<file path="src/rtl/div_clk_monitor.sv">
// Measures a divided clock over a fixed window of clk cycles: rising-edge count, high-sample count, range/stuck flags.
// Define DIV_CLK_MONITOR_SYNC_EN to insert a 2-flop synchronizer ahead of the sample register.
//
// state   | meaning
// IDLE    | waiting for start, previous results held
// ARM     | preload prev sample, clear accumulators and window counter
// MEASURE | accumulate edges/high samples for WINDOW cycles
// REPORT  | result_valid high until result_ack
module div_clk_monitor #(
    parameter int WINDOW  = 70,
    parameter int EXP_MIN = 10,
    parameter int EXP_MAX = 10,
    parameter int CNT_W   = $clog2(WINDOW + 1)
) (
    input  logic             clk,
    input  logic             rst,
    input  logic             clk_div_in,
    input  logic             start,
    output logic             busy,
    output logic             result_valid,
    input  logic             result_ack,
    output logic [CNT_W-1:0] edge_cnt,
    output logic [CNT_W-1:0] high_cnt,
    output logic             in_range,
    output logic             stuck
);

    typedef enum logic [1:0] {IDLE, ARM, MEASURE, REPORT} state_t;

    localparam logic [CNT_W-1:0] WIN_LAST = CNT_W'(WINDOW - 1);

    state_t           state;
    logic             s;
    logic             prev;
    logic [CNT_W-1:0] win_cnt;
    logic [CNT_W-1:0] edge_acc;
    logic [CNT_W-1:0] high_acc;
    logic [CNT_W-1:0] edge_nxt;
    logic [CNT_W-1:0] high_nxt;

`ifdef DIV_CLK_MONITOR_SYNC_EN
    logic [1:0] sync_ff;

    always_ff @(posedge clk) begin
        if (rst) begin
            sync_ff <= '0;
            s       <= 1'b0;
        end else begin
            sync_ff <= {sync_ff[0], clk_div_in};
            s       <= sync_ff[1];
        end
    end
`else
    always_ff @(posedge clk) begin
        if (rst) s <= 1'b0;
        else     s <= clk_div_in;
    end
`endif

    // Values including the current cycle's contribution, so the final cycle loads complete totals.
    always_comb begin
        edge_nxt = edge_acc + CNT_W'(s & ~prev);
        high_nxt = high_acc + CNT_W'(s);
    end

    always_ff @(posedge clk) begin
        if (rst) begin
            state        <= IDLE;
            busy         <= 1'b0;
            result_valid <= 1'b0;
            edge_cnt     <= '0;
            high_cnt     <= '0;
            in_range     <= 1'b0;
            stuck        <= 1'b0;
            prev         <= 1'b0;
            win_cnt      <= '0;
            edge_acc     <= '0;
            high_acc     <= '0;
        end else begin
            case (state)
                IDLE: begin
                    if (start) begin
                        state <= ARM;
                        busy  <= 1'b1;
                    end
                end
                ARM: begin
                    prev     <= s;
                    edge_acc <= '0;
                    high_acc <= '0;
                    win_cnt  <= '0;
                    state    <= MEASURE;
                end
                MEASURE: begin
                    edge_acc <= edge_nxt;
                    high_acc <= high_nxt;
                    prev     <= s;
                    win_cnt  <= win_cnt + 1'b1;
                    if (win_cnt == WIN_LAST) begin
                        edge_cnt     <= edge_nxt;
                        high_cnt     <= high_nxt;
                        in_range     <= (32'(edge_nxt) >= EXP_MIN) && (32'(edge_nxt) <= EXP_MAX);
                        stuck        <= (edge_nxt == '0);
                        busy         <= 1'b0;
                        result_valid <= 1'b1;
                        state        <= REPORT;
                    end
                end
                REPORT: begin
                    if (result_ack) begin
                        result_valid <= 1'b0;
                        state        <= IDLE;
                    end
                end
                default: state <= IDLE;
            endcase
        end
    end

endmodule

</file>
<file path="config.mk">
export PLATFORM = sky130hd
export DESIGN_NAME = div_clk_monitor
export DESIGN_NICKNAME = d
export VERILOG_FILES = /design/src/rtl/div_clk_monitor.sv
export SDC_FILE = /design/constraint.sdc
export NUM_CORES = 1
export LEC_CHECK = 0
export ABC_CLOCK_PERIOD_IN_PS = 2700
export CORE_MARGIN = 3
export CORE_UTILIZATION = 45
export DETAILED_ROUTE_END_ITERATION = 10
export GPL_TIMING_DRIVEN = 0
export PLACE_DENSITY = 0.68
export SLEW_MARGIN = 10
export SYNTH_ARGS = -nofsm -noshare
export SYNTH_HDL_FRONTEND = slang
export SYNTH_SLANG_ARGS = --single-unit
</file>
<file path="constraint.sdc">
create_clock -name clk -period 2.7 [get_ports clk]
set_input_delay 0.405 -clock clk [delete_from_list [all_inputs] [get_ports clk]]
set_output_delay 0.405 -clock clk [all_outputs]
set_load 0.005 [all_outputs]
</file>
**After elaboration in Yosys (flattened, before gate mapping)**

Index checks and enable logic that the tools add are counted.

- Bits in registers: 43

- Reduce and logical (&&, ||, !) cells: 11
- Bitwise gates (word level): 2
- Magnitude comparators: 2
- Multiplexer cells: 13
- Equality and inequality tests: 7
- Add/subtract/negate cells: 3

Operators by type and width:

| cell | count |
|---|---|
| $pmux 7 s2 | 3 |
| $reduce_and 3->1 | 3 |
| $pmux 2 s4 | 1 |
| $add 7x1->7 | 1 |
| $add 7x1->7 const B | 1 |
| $add 7x7->7 | 1 |
| $and 1x7->7 | 1 |
| $eq 7x7->1 const B | 1 |
| $ge 7x4->1 const B | 1 |
| $le 7x4->1 const B | 1 |
| $logic_not 7->1 | 1 |
| $not 1->7 | 1 |
| $mux 2 | 3 |
| $ne 2x2->1 const B | 3 |
| $reduce_bool 2->1 | 3 |
| $eq 2x2->1 const B | 2 |
| $mux 1 | 4 |
| $pmux 1 s2 | 2 |
| $eq 2x1->1 const B | 1 |
| $logic_not 2->1 | 1 |
| $reduce_and 2->1 | 1 |
| $reduce_or 2->1 | 1 |
| $logic_and 1x1->1 | 1 |

**Longest topological paths before layout**

Gate-level depths: netlist of run 1.

- Depth in word-level cells: 5
- Depth in mapped cells: 8

**Least setup slack after synthesis of run 1**

Ideal clock, no wire load.

- Path kind: reg-to-reg
- Start point: register s
- End point: register stuck
- Slack: 0.797 ns
- Data arrival time: 1.808 ns
- Setup time: 0.096 ns
- Cell stages (with the launch flop): 9
- Buffers on the path: 1
- Cell sequence: dfxtp_1 -> nor2b_1 -> ha_1 -> ha_1 -> and3_1 -> clkbuf_2 -> nor4_1 -> o211ai_4 -> o41ai_2

- Longest elaborated chain between the ends: 3

Ends and longest elaborated chain:

| element | RTL line | RTL |
|---|---|---|
| start: declaration | 33 | `logic s;` |
| start signal: assignment | 56 | `else s <= clk_div_in;` |
| $and 1x7->7 | 62 | `edge_nxt = edge_acc + CNT_W'(s & ~prev);` |
| $add 7x7->7 | 62 |  |
| $logic_not 7->1 | 103 | `stuck <= (edge_nxt == '0);` |
| end signal: assignment | 103 |  |
| end: declaration | 25 | `output logic stuck` |

Every way passes these cells.
A chain may end at the register's enable or synchronous reset.

**Worst setup path after layout of run 1**

- Start point: register s
- End point: register edge_acc[6]

- Longest elaborated chain between the ends: 3

Ends and longest elaborated chain:

| element | RTL line | RTL |
|---|---|---|
| $and 1x7->7 | 62 |  |
| $add 7x7->7 | 62 |  |
| $pmux 7 s2 | 80 | `case (state)` |
| end signal: assignment | 95 | `edge_acc <= edge_nxt;` |
| end: declaration | 36 | `logic [CNT_W-1:0] edge_acc;` |

Every way passes these cells.

==> impl_metrics.toml, run 1 <==
[status]
status = "complete, no violations"

[synthesis]
synthMuxAreaShare_pct = 0.4825
synthFlopType = "dfxtp_1"
ys_warn_count = 0
async_reset_ff_share_pct = 0
syn_nets = 255
yosysSeqAreaShare_pct = 41.50
synthAdderAreaFrac_pct = 5.428
synth_area_per_cell_um2 = 8.608
synth_seq_cells = 43
synthSimpleGateAreaFrac_pct = 25.45
synth_area_um2 = 2074
yosys-top-cells-count = "dfxtp_1 (43), nand2_1 (30), nor2_1 (25), a21oi_1 (21)"
syn_inst = 241
synth-edff-count = 0
synth_cell_type_count = 42
synth-compound-area-share_pct = 17.07
synth_area_leaders = "dfxtp_1 (41%), ha_1 (5.4%), nand2_1 (5.4%), a21oi_1 (5.1%), nor2_1 (4.5%)"
synth_top_family_by_area = "simple AND/OR/NAND/NOR gates"
yosysTopAreaCell = "dfxtp_1"
synthXorXnorAreaFrac_pct = 4.222
yosysMostFrequentCell = "dfxtp_1"
synth_top_area_share_pct = 41.50

[power_and_ir_drop]
finalPower_mw = 1.467
leakage_nw = 0.8442
power_density_nw_per_um2 = 601.0
ir_worst_vdd_v = 0.0003124

[worst_setup_path]
reg2reg_from = "s"
arrival_ns = 2.38
critPathTopFamily = "simple AND/OR/NAND/NOR gates"
cp_data_required_time_ns = 2.92
critPathMostFrequentCell = "ha_1"
cpMaxStageDelayCell = "dfxtp_1"
startpoint = "s"
worstPathCellList = "nor2b_1 -> ha_1 -> ha_1 -> and3_1 -> clkbuf_2 -> nand3_1 -> or3_1 -> a21oi_1"
crit_fanout = 6
path_class = "reg -> reg"
start_kind = "flop"
crit_path_end_kind = "flop"
worst-path-buf-inv = 1
max_stage_delay_ns = 0.38

[floorplan]
die_height_um = 73.90
coreArea_um2 = 4414
rows = 24
initial_core_util_pct = 47.00
die-area_um2 = 5460
die_x_um = 73.90
io_pins = 23

[timing]
worst_pin_slew_ns = 0.6242
finalCritPeriodShare_pct = 80.19
rsz0062_at_grt = "no"
finalSetupViolCount = 0
slew_viol_final = 0
clock.fmax_ghz = 0.4618
fin_setup_tns_ns = 0
hold_viol = 0
fin_skew_ns = 0.009046
layout_min_cycle_time_ns = 2.165
relSlewSlack_pct = 58.39

[route]
first_pass_iters = 4
route.vias.total = 1765
wl_mm = 4.466
dr.first_iter.drc_count = 67
postRouteAntennaNets = 0
wl_per_cell_um = 13.83
via_per_inst = 5.464
drc_errors = 0

[final_layout]
final_area_um2 = 2441
fin_cells = 323
fin_nets = 284
drive_gt1_share_pct = 8.118
n_fill_cell = 427
antenna_cells = 0
syn_to_final_growth_pct = 17.67

[global_route]
grt_usage_pct = 18.47
grt_pass1_vias = 1665
grtUsageMet3_pct = 2.873
top_usage_layer = "met2"
grt_pass1_wl_mm = 7.845
grt_max_degree = 13
grt_overflow = 0
met1_usage_pct = 25.13
gr-usage-met2_pct = 30.02
antenna_found_initial = 0

[placement]
placed_area_um2 = 2360
dpl.hpwl_mm = 3.206
place.gp.congestion = 0.7728
io_buffers = 22
dp.cells = 315

[clocking]
root_buffer = "clkbuf_8"
clk_latency_ns = 0.29
htreeDepth = 2
cts_buffers = 5
clock_path_buffers = 2
post-cts-setup-buffers = 0
tritoncts = "done"
cts_resized = 0
cts_hold_buf = 0
cts.sink_count = 43
clkSlewWorstSetupHoldPaths_ns = 0.08

[min_path]
worstHoldStart = "high_cnt[0]"
hp-class = "reg -> reg"

[run]
maxCapViolations = 0
==> final cells by class <==
| cell class | count | area, um^2 | area share [%] |
|---|---|---|---|
| multi-input cells | 180 | 1092 | 44.75 |
| flip-flops and latches | 43 | 860.8 | 35.26 |
| repair buffers | 22 | 220.2 | 9.021 |
| plain buffers | 13 | 102.6 | 4.203 |
| clock buffers | 7 | 76.32 | 3.127 |
| well taps | 52 | 65.06 | 2.665 |
| inverters | 5 | 18.77 | 0.7688 |
| clock inverters | 1 | 5.005 | 0.2050 |
==> stage by stage <==
stage	hold WS, ns	utilization (%)	worst slack, ns
after floorplan	0.4356	-	0.7966
after global placement	0.4431	53.46	0.6422
after detailed placement	0.4528	53.46	0.5993
after CTS	0.4644	55.30	0.5778
after global routing	0.4708	55.30	0.3485
final	0.4633	55.30	0.5348
==> power breakdown <==
group	switching (mW)	leakage, nW	internal, mW
Sequential	0.0183	0.347	0.659
Combinational	0.263	0.455	0.129
Clock	0.215	0.0422	0.182
==> worst register-to-register path, delay by kind of cell, from the launching register on <==
kind	cells	cell delay, ns
buffers and inverters	1	0.17
AO/OA/AOI/OAI	1	0.17
AND/OR/NAND/NOR	4	0.84
flip-flops	1	0.38
adder cells (fa/ha/maj)	2	0.54
==> logic make-up after synthesis <==
family / count (synthesis)
and+or+nand+nor: 105
AOI/OAI and AO/OA: 55
DFF: 43
buffers and inverters: 18
xor gates and xnor gates: 10
adders and majority gates: 9
muxes: 1
==> state kept, by name, summed over array words and instances, names as in the netlist, 2 cells and up <==
register / count
edge_acc: 7
edge_cnt: 7
high_acc: 7
high_cnt: 7
win_cnt: 7
state: 2
==> cell usage in the layout (no fill, tap or decap), drive strengths merged, types with 5 or more instances in the layout <==
master	n
clkbuf	15
nor2	26
nand3	11
nor3	13
dfxtp	43
nand3b	6
xor2	5
ha	9
nand4	6
xnor2	5
nand2	30
clkdlybuf4s50	22
a21oi	23
buf	5
o21ai	12
==> routing by layer <==
metal	up-vias	routed length (um)
met3	6	98
met2	25	2085
met1	825	2234
li1	909	-
met5	-	0
met4	0	48
==> final timing paths <==
check / end / slack (ns) / cells past startpoint
worst max-delay path: edge_acc[6] / 0.53 / 8
worst min-delay path: high_cnt[0] / 0.46 / 2
worst max register to register: edge_acc[6] / 0.53 / 8
worst min register to register: high_cnt[0] / 0.46 / 2
No activity file was read; power rests on OpenSTA's default activity.
==> inputs of run 2 (changes only) <==
Settings changed: ABC_CLOCK_PERIOD_IN_PS 2700 to 2200.
Clock period 2.7 ns to 2.2 ns, I/O delays scaled along.
==> run 2 against run 1 <==
Count of clock-buffer cells in the layout is the same. Fmax grew 7.0%. Core utilization grew 0.45 points. Sequential cell count is the same. Non-clock buffer count grew 2. Clock skew is essentially flat. Via count grew 0.96%. First-iteration DRC count grew 45%. Wire length grew 0.72%.
==> impl_metrics.toml, run 2 (same netlist as run 1, synthesis figures left out) <==
[worst_setup_path]
reg2reg_from = "s"
start_kind = "flop"
cp_data_required_time_ns = 2.42
crit_path_end_kind = "flop"
reg2reg_slack_ns = 0.18
r2r_end = "edge_acc[6]"
path_class = "reg -> reg"
arrival_ns = 2.24
crit_fanout = 6
worstRegToRegCells = 8

[timing]
setup_ws_ns = 0.1770
relSlewSlack_pct = 57.78
fin_setup_tns_ns = 0
rsz0062_at_grt = "no"
layout_min_cycle_time_ns = 2.023
finalSetupViolCount = 0
slew_viol_final = 0
finalCritPeriodShare_pct = 91.96
hold_viol = 0
worst_pin_slew_ns = 0.6333
clock.fmax_ghz = 0.4943
fin_skew_ns = 0.008781

[final_layout]
utilization_pct = 55.75
seqCellArea_um2 = 860.8
n_fill_cell = 423
fin_nets = 286
multi_input_comb_area_um2 = 1097
syn_to_final_growth_pct = 18.64
drive_gt1_share_pct = 9.524
antenna_cells = 0
final_common_cell = "dfxtp_1"
layout_common_cells = "dfxtp_1 (43), nand2_1 (30), nor2_1 (25)"

[clocking]
htreeDepth = 2
root_buffer = "clkbuf_8"
cts_hold_buf = 0
clkSlewWorstSetupHoldPaths_ns = 0.08
clock_path_buffers = 2
cts_buffers = 5
cts.sink_count = 43
clk_latency_ns = 0.29
tritoncts = "done"

[global_route]
grt_max_degree = 13
antenna_found_initial = 0
grt_usage_pct = 18.47
grt_pass1_vias = 1665
grt_overflow = 0
grt_pass1_wl_mm = 7.845

[route]
dr.first_iter.drc_count = 97
route.vias.total = 1782
drc_errors = 0
via_per_inst = 5.483
postRouteAntennaNets = 0
wl_per_cell_um = 13.84
first_pass_iters = 4
wl_mm = 4.498

[min_path]
hp-class = "reg -> reg"
worstHoldStart = "high_cnt[0]"
min_to = "high_cnt[0]"
min_path_cells = 2

[placement]
dpl.hpwl_mm = 3.206
io_buffers = 22
place.gp.congestion = 0.7728
place_ws_ns = 0.09929

[power_and_ir_drop]
leakage_nw = 0.8502
ir_worst_vdd_v = 0.0003835
power_density_nw_per_um2 = 733.8
finalPower_mw = 1.806

[floorplan]
die_x_um = 73.90
die_height_um = 73.90
die-area_um2 = 5460
initial_core_util_pct = 47.00
rows = 24
io_pins = 23
coreArea_um2 = 4414

[status]
status = "complete, no violations"

[run]
maxCapViolations = 0
[run 2: area by class of cell]
cell class              instances  area share (%)
plain buffers                  13           4.169
clock buffers                   7           3.101
clock inverters                 1          0.2034
inverters                       5          0.7626
multi-input cells             180           44.59
flip-flops and latches         43           34.98
well taps                      52           2.644
repair buffers                 24           9.558
[run 2: how the worst max path moves through the flow]
stage                     from          end
final                        s  edge_acc[6]
after global routing         s  edge_acc[6]
after CTS                    s  edge_acc[6]
after detailed placement     s  edge_acc[6]
after global placement       s  edge_acc[6]
after floorplan              s        stuck
[run 2: critical path: stages, from the launching register on]
cell and delay [ns]:
dfxtp_1 0.38, nor2b_1 0.17, ha_2 0.20, ha_2 0.22, and3_1 0.16, buf_2 0.16, nand3_1 0.12, or3_1 0.38
a21oi_1 0.16
[run 2: metal layers]
layer | GRT usage (%) | wire length [um]
met1 | 25.13 | 2231
met2 | 30.02 | 2066
met4 | 5.433 | 57
met3 | 2.873 | 142
met5 | 0 | 0
[run 2: report_power, final]
part / leakage [nW] / internal [mW] / switching (mW)
registers: 0.347 / 0.809 / 0.0225
clock network: 0.0422 / 0.223 / 0.266
logic: 0.461 / 0.160 / 0.325
total: 0.850 / 1.19 / 0.614
[run 2: through the flow]
stage               std cells  hold WS, ns  cell area, um^2
global route              325       0.4708             2461
detailed placement        315       0.4528             2360
CTS                       323       0.4644             2441
floorplan                 241       0.4356             2074
finish                    325       0.4632             2461
global placement          315       0.4431             2360
[run 2: timing repair]
action / 4_1_cts / 5_1_grt
hold endpoints to repair: 0 / 0
setup endpoints to repair: 0 / 3
setup buffers: 0 / 2
gates resized for setup: 0 / 3
==> inputs of run 3 (changes only) <==
Settings changed: ABC_AREA set to 0, PLACE_DENSITY 0.68 to 0.66.
==> run 3 against run 2 <==
Die area did not move. Global-route usage increased by 0.86 points. Core utilization rose by 0.71 points. Register-to-register slack got worse by 0.04 ns. Sequential power rose by 0.5%. Clock skew grew 0.00075 ns. Fmax down 1.9%. Largest power group unchanged.
==> impl_metrics.toml, run 3 (same netlist as run 1, synthesis figures left out) <==
[power_and_ir_drop]
power.internal_mw = 1.338
power_density_nw_per_um2 = 797.4
power_frac_comb_pct = 25.2
power_switching_uw = 649.2
ir_worst_vdd_v = 0.0003441
swShare_pct = 32.66
seqPwrFrac_pct = 42.1
leakage_nw = 0.8626
p_clk_share_pct = 32.7

[floorplan]
die-area_um2 = 5460
initial_core_util_pct = 47.00
io_pins = 23
rows = 24
die_height_um = 73.90
coreArea_um2 = 4414
die_x_um = 73.90

[global_route]
grt_overflow = 0
grt_pass1_vias = 1645
grt_usage_pct = 19.33
antenna_found_initial = 0
grt_pass1_wl_mm = 7.935
grt_max_degree = 14

[clocking]
cts.sink_count = 43
clock_path_buffers = 2
clkSlewWorstSetupHoldPaths_ns = 0.09
htreeDepth = 2
cts_hold_buf = 0
root_buffer = "clkbuf_8"
clk_latency_ns = 0.30
cts_buffers = 5
tritoncts = "done"

[timing]
finalCritPeriodShare_pct = 93.77
worst_pin_slew_ns = 0.6259
slew_viol_final = 0
fin_skew_ns = 0.009531
finalSetupViolCount = 0
relSlewSlack_pct = 58.27
clock.fmax_ghz = 0.4847
hold_viol = 0
layout_min_cycle_time_ns = 2.063
rsz0062_at_grt = "no"
fin_setup_tns_ns = 0

[final_layout]
final_common_cell = "dfxtp_1"
antenna_cells = 0
syn_to_final_growth_pct = 20.14
n_fill_cell = 440
drive_gt1_share_pct = 10.29
layout_common_cells = "dfxtp_1 (43), nand2_1 (30), nor2_1 (24)"
final_area_um2 = 2492
fin_nets = 285

[placement]
place.gp.congestion = 0.8476
io_buffers = 22
placed_area_um2 = 2360
dpl.hpwl_mm = 3.345

[worst_setup_path]
cp_data_required_time_ns = 2.40
arrival_ns = 2.26
crit_fanout = 6
path_class = "reg -> reg"
crit_path_end_kind = "flop"
start_kind = "flop"
worstRegToRegCells = 8

[status]
status = "complete, no violations"

[run]
maxCapViolations = 0

[route]
postRouteAntennaNets = 0
wl_mm = 4.762
route.vias.total = 1792
first_pass_iters = 4
route.met2.wl_mm = 2.337
wl_per_cell_um = 14.70
drc_errors = 0
drt-met1-wl_mm = 2.134
dr.first_iter.drc_count = 132
via_per_inst = 5.531
highest_layer = "met4"
wl_met3_um = 230

[min_path]
min_path_cells = 2
hp-class = "reg -> reg"
## run 3: worst max-delay path, stage by stage (launching register included)
cell and delay [ns]:
dfxtp_1 0.33, nor2b_1 0.14, ha_2 0.20, ha_2 0.20, and3_1 0.18, clkbuf_2 0.16, nor4_1 0.39, o211ai_4 0.12
o41ai_2 0.24
## run 3: path summary, 6_finish.rpt
kind | startpoint | end | slack (ns)
worst max-delay path | s | stuck | 0.14
worst min-delay path | high_acc[0] | high_acc[0] | 0.46
worst max register to register | s | stuck | 0.14
worst min register to register | high_acc[0] | high_acc[0] | 0.46
## run 3: per-layer routing
metal  vias up  track usage (%)
met5         -                0
met2        40            31.30
met4         0            6.036
met3         6            4.925
met1       840            25.10
li1        906                -
## run 3: cell type report
cell class,count,area [um^2],area share [%]
well taps,52,65.06,2.610
clock inverters,2,35.03,1.406
flip-flops and latches,43,860.8,34.54
multi-input cells,180,1100,44.13
inverters,5,18.77,0.7530
clock buffers,6,82.58,3.313
plain buffers,13,102.6,4.116
repair buffers,23,227.7,9.137
## run 3: timing repair
item | CTS | global route
endpoints found under the hold margin | 0 | 0
endpoints found under the setup margin | 0 | 6
resized for setup | 0 | 3
buffers inserted | 0 | 1
## run 3: stage by stage
step | util [%] | setup WS, ns | hold slack, ns | total power [mW] | cells
finish | 56.46 | 0.1371 | 0.4646 | 1.987 | 324
CTS | 56.12 | 0.01289 | 0.4646 | 1.994 | 323
detailed placement | 53.46 | 0.03850 | 0.4521 | 1.354 | 315
global placement | 53.46 | 0.1331 | 0.4430 | 1.338 | 315
global route | 56.46 | 0.009301 | 0.4920 | 2.092 | 324
floorplan | - | 0.2966 | 0.4356 | 1.189 | 241
## run 3: power groups by stage
stage          registers [mW]  logic, mW  clock network, mW
4_1_cts                 0.835      0.499              0.659
3_5_place_dp            0.853      0.501                  0
5_1_grt                 0.842      0.562              0.687
3_3_place_gp            0.851      0.488                  0
6_report                0.836      0.502              0.650
2_1_floorplan           0.847      0.342                  0
